$ cat config.mk
export PLATFORM = sky130hd
export DESIGN_NAME = bcd_to_bin_converter
export DESIGN_NICKNAME = d
export VERILOG_FILES = /design/src/rtl/bcd_to_bin_converter.sv
export SDC_FILE = /design/constraint.sdc
export NUM_CORES = 1
export LEC_CHECK = 0
export ABC_AREA = 1
export CORE_MARGIN = 4
export CORE_UTILIZATION = 50
export DETAILED_ROUTE_END_ITERATION = 10
export HOLD_SLACK_MARGIN = 0.02
export PLACE_DENSITY_LB_ADDON = 0.05
export SYNTH_ARGS = -nofsm -noshare
export SYNTH_HDL_FRONTEND = slang
export SYNTH_SLANG_ARGS = --single-unit
$ cat constraint.sdc
create_clock -name clk -period 1.9 [get_ports clk]
set_clock_uncertainty 0.1 [all_clocks]
set_input_delay 0.475 -clock clk [delete_from_list [all_inputs] [get_ports clk]]
set_output_delay 0.475 -clock clk [all_outputs]
set_load 0.005 [all_outputs]
$ cat src/rtl/bcd_to_bin_converter.sv
`default_nettype none
// ============================================================================
// Module   : bcd_to_bin_converter
// Brief    : Sequential 3-digit packed-BCD to 10-bit binary converter using
//            reverse double-dabble, one shift/adjust iteration per clock,
//            with a start/busy/done handshake and an invalid-digit flag.
// Revision : 1.0 - initial release
// ============================================================================
module bcd_to_bin_converter (
    input  logic        clk,
    input  logic        rst,
    input  logic        start,
    input  logic [11:0] bcd_in,
    output logic [9:0]  bin_out,
    output logic        busy,
    output logic        done,
    output logic        err
);

    typedef enum logic [0:0] {
        ST_IDLE = 1'b0,
        ST_CONV = 1'b1
    } state_t;

    localparam logic [3:0] C_LAST_ITER = 4'd9;

    state_t      r_state;
    state_t      w_state_next;
    logic [21:0] r_sr;
    logic [21:0] w_sr_iter;
    logic [3:0]  r_cnt;
    logic [9:0]  r_bin;
    logic        r_busy;
    logic        r_done;
    logic        r_err;
    logic        w_digit_bad;
    logic        w_last;

    // Any nibble above 9 makes the whole operand unconvertible.
    assign w_digit_bad = (bcd_in[11:8] > 4'd9) |
                         (bcd_in[7:4]  > 4'd9) |
                         (bcd_in[3:0]  > 4'd9);

    assign w_last = (r_cnt == C_LAST_ITER);

    // One reverse double-dabble step: shift right, then pull each BCD field
    // that reached 8 or more back down by 3 (fields never borrow from each other).
    always_comb begin
        w_sr_iter = r_sr >> 1;
        if (w_sr_iter[21:18] >= 4'd8) w_sr_iter[21:18] = w_sr_iter[21:18] - 4'd3;
        if (w_sr_iter[17:14] >= 4'd8) w_sr_iter[17:14] = w_sr_iter[17:14] - 4'd3;
        if (w_sr_iter[13:10] >= 4'd8) w_sr_iter[13:10] = w_sr_iter[13:10] - 4'd3;
    end

    // State register; reset aborts any conversion in flight.
    always_ff @(posedge clk or posedge rst) begin
        if (rst) r_state <= ST_IDLE;
        else     r_state <= w_state_next;
    end

    // Next state: only a well-formed operand enters CONV; leave after the 10th step.
    always_comb begin
        w_state_next = r_state;
        case (r_state)
            ST_IDLE: if (start && !w_digit_bad) w_state_next = ST_CONV;
            ST_CONV: if (w_last)                w_state_next = ST_IDLE;
            default:                            w_state_next = ST_IDLE;
        endcase
    end

    // Datapath and handshake registers; done is a single-cycle pulse.
    always_ff @(posedge clk or posedge rst) begin
        if (rst) begin
            r_sr   <= '0;
            r_cnt  <= '0;
            r_bin  <= '0;
            r_busy <= 1'b0;
            r_done <= 1'b0;
            r_err  <= 1'b0;
        end else begin
            r_done <= 1'b0;
            case (r_state)
                ST_IDLE: begin
                    if (start) begin
                        if (w_digit_bad) begin
                            r_done <= 1'b1;
                            r_err  <= 1'b1;
                            r_bin  <= '0;
                        end else begin
                            r_sr   <= {bcd_in, 10'b0};
                            r_cnt  <= '0;
                            r_err  <= 1'b0;
                            r_busy <= 1'b1;
                        end
                    end
                end
                ST_CONV: begin
                    r_sr <= w_sr_iter;
                    if (w_last) begin
                        // Counter returns to 0 so it never exceeds 9.
                        r_cnt  <= '0;
                        r_bin  <= w_sr_iter[9:0];
                        r_done <= 1'b1;
                        r_busy <= 1'b0;
                    end else begin
                        r_cnt <= r_cnt + 4'd1;
                    end
                end
                default: ;
            endcase
        end
    end

    assign bin_out = r_bin;
    assign busy    = r_busy;
    assign done    = r_done;
    assign err     = r_err;

endmodule
`default_nettype wire

==> reports/qor.txt <==
1st-pass router iterations: 4
Fin nets: 303
Min cycle time layout: 1.73 ns
Max-slew headroom: 69.1%
Seq/Total Area, Yosys: 45.6%
Root Buffer: clkbuf_8
Power Dens Cells: 1490 mW/mm2
Routed Antenna Nets: 0
Layout area overhead: 21.0%
Synth Cell Area: 0.00214 mm2
Critical Path End Type: primary output
CTS Buffer Depth: 2
Initial antenna violation count: 0
Critical path arrival: 1.16 ns
H-tree Lvls: 2
Psw: 1.40 mW
Hold buffers post-CTS: 0
Num CTS Buffers: 5
Mean Syn Cell Area: 8.43 um2
Crit path to: bin_out[8]
Initial DRC Count: 140
Crit path kind: reg2out
Post-Syn Nets: 275
CTS resizes: 0
Worst reg2reg startpoint: r_cnt[0]$_DFFE_PP0P_
Fillers: 363
Die footprint: 0.00540 mm2
Status: completed
Synth area leaders: dfrtp_1 (46%), nand2_1 (14%), nand3_1 (11%), nand3_2 (6.1%), buf_6 (3.7%)
Slowest CP cell: clkdlybuf4s50_1
Max Clock Freq: 578 MHz
Final core utilization: 63.9%
Sequential power share: 39.6%
Critical path, cell by cell: clkdlybuf4s50_1
Sw frac: 36.5%
CP max FO: 2
I/O Pins: 28
Yosys top cell by area: dfrtp_1
Post-CTS setup buffers: 0
Clock Sinks: 39
Vias in the first global route: 1594
Combinational share of power: 39.2%
Die height: 73.5 um
N_diodes: 0
Max-slew violations: 0
Mapped Cells: 254
Worst-margin pin slew: 0.463 ns
Synthesis Warnings: 0
Worst Path Required: 1.32 ns
Hold Crit Class: reg2reg
Worst setup path startpoint: bin_out[8]$_DFFE_PP0P_
Layout cells sized above 1: 13.8%
DP HPWL: 2.95 mm
Internal Dissipation: 2.45 mW
Die Wd: 73.5 um
CP top delay family: buffers and inverters
WL final: 4.45 mm
Reg area: 976 um2
Largest net degree at the start of global routing: 40
Startpoint types: flip-flop
Hold Vio Cnt, Final: 0
Initial Util: 52.8%
Worst-path clk slew: 0.08 ns
Max VDD drop: 0.686 mV
Netlist cell types: 23
Area taken by multi-input logic gates: 966 um2
Max Cap Viol: 0
Site Rows: 23
Area share of the largest cell type after synthesis: 45.6%
Skew-Pair Late Insertion Delay: 0.29 ns
Gr ovfl total: 0
Via/cell ratio: 5.14
First-pass GRT wire length: 7.73 mm
P_leak: 1.31 nW
GRT Total Usage: 18.6%
Reg-to-reg endpoint: bin_out[0]$_DFFE_PP0P_
CP bufs+invs: 1
Setup TNS: 0 ns
Core Area: 0.00406 mm2
Setup violators final: 0
Max stage delay on crit path: 0.51 ns
Part of the cycle the worst path needs: 91.1%
CTS tree: built
Routed via count: 1711
Residual DRC count: 0
Wire per inst: 13.4 um
Port Buffers: 27
FF-to-FF setup slack: 0.26 ns
RD Place Congestion: 0.811
Cell count of the worst hold path: 2
Worst r2r path cells: 7
WP depth: 1
Post-synthesis register bit count: 39
Clock power frac: 21.2%
RSZ-0062 raised after global routing: false
-- registers in the layout, summed over array words and instances (netlist names) --
| register | count |
|---|---|
| done | 1 |
| busy | 1 |
| err | 1 |
| r_state | 1 |
| r_sr | 21 |
| bin_out | 10 |
| r_cnt | 4 |
-- tightest hold or removal path, stage by stage (launching register included) --
cell	delay [ns]
dfrtp_1	0.35
nand2_1	0.05
o21ai_0	0.06
-- worst min-delay path by stage --
stage,from,endpoint,slack (ns)
2_1_floorplan,r_sr[1]$_DFFE_PP0P_,bin_out[0]$_DFFE_PP0P_,0.37
3_3_place_gp,busy$_DFFE_PP0P_,busy$_DFFE_PP0P_,0.38
3_5_place_dp,busy$_DFFE_PP0P_,busy$_DFFE_PP0P_,0.38
4_1_cts,busy$_DFFE_PP0P_,busy$_DFFE_PP0P_,0.40
5_1_grt,bin_out[5]$_DFFE_PP0P_,bin_out[5]$_DFFE_PP0P_,0.43
6_report,busy$_DFFE_PP0P_,busy$_DFFE_PP0P_,0.40
-- cells in the mapped netlist (all sizes together) --
cell type / count
a21oi: 5
xor2: 1
dfrtp: 39
inv: 19
nand4: 1
or2: 1
buf: 14
o2111ai: 1
nand2: 84
nor2: 6
ha: 6
clkbuf: 2
nand3: 62
o21ai: 13
-- layer usage --
metal | global-route usage (%) | vias to the layer above | routed length [um] | part of all wire, %
met5 | 0 | - | 0 | 0
met3 | 4.24 | 4 | 174 | 3.9
met4 | 6.04 | 0 | 57 | 1.3
li1 | - | 882 | - | -
met1 | 26.4 | 792 | 2140 | 48
met2 | 28.0 | 33 | 2070 | 47
-- metrics by stage --
step | power, mW | std cells | instance area [um2] | setup slack, ns | hold slack (ns)
floorplan | 2.54 | 254 | 2140 | 0.436 | 0.369
CTS | 3.89 | 333 | 2590 | 0.149 | 0.395
finish | 3.85 | 333 | 2590 | 0.169 | 0.396
detailed placement | 3.07 | 325 | 2460 | -0.00388 | 0.376
global placement | 3.03 | 325 | 2460 | 0.0151 | 0.377
global route | 4.18 | 333 | 2590 | 0.0510 | 0.430
-- layout make-up --
class	instances	share of cell area (%)
sequential	39	37.7
multi-input combinational	180	37.3
timing repair buffer	37	14.8
clock buffer	6	2.80
inverter	19	2.75
tap	50	2.41
clock inverter	2	2.32
-- power by group through the flow --
stage	registers, mW	logic (mW)	clock network [mW]
after floorplan	1.47	1.07	0
after global placement	1.53	1.50	0
after detailed placement	1.54	1.53	0
after CTS	1.53	1.53	0.828
after global routing	1.58	1.73	0.864
final	1.52	1.51	0.816
-- kinds of logic after synthesis --
logic type,count (synthesis),share of synthesized area (%)
flip-flops,39,45.6
AND/OR/NAND/NOR,154,34.8
XOR/XNOR,1,0.409
buffers and inverters,35,9.35
adder cells (fa/ha/maj),6,3.50
AO/OA/AOI/OAI,19,6.37
-- placed cells by master, fill, tap and decap left out, types with 2 or more instances in the layout --
| master | count |
|---|---|
| clkbuf_8 | 5 |
| buf_4 | 7 |
| buf_12 | 3 |
| nand3_1 | 49 |
| inv_1 | 18 |
| dfrtp_1 | 39 |
| nand3_2 | 13 |
| o21ai_4 | 2 |
| o21ai_0 | 9 |
| nand2_2 | 2 |
| nor2_1 | 6 |
| a21oi_1 | 4 |
| bufinv_16 | 2 |
| clkdlybuf4s50_1 | 27 |
| ha_1 | 6 |
| nand2_1 | 82 |
Power figures use the tool's default switching activity.
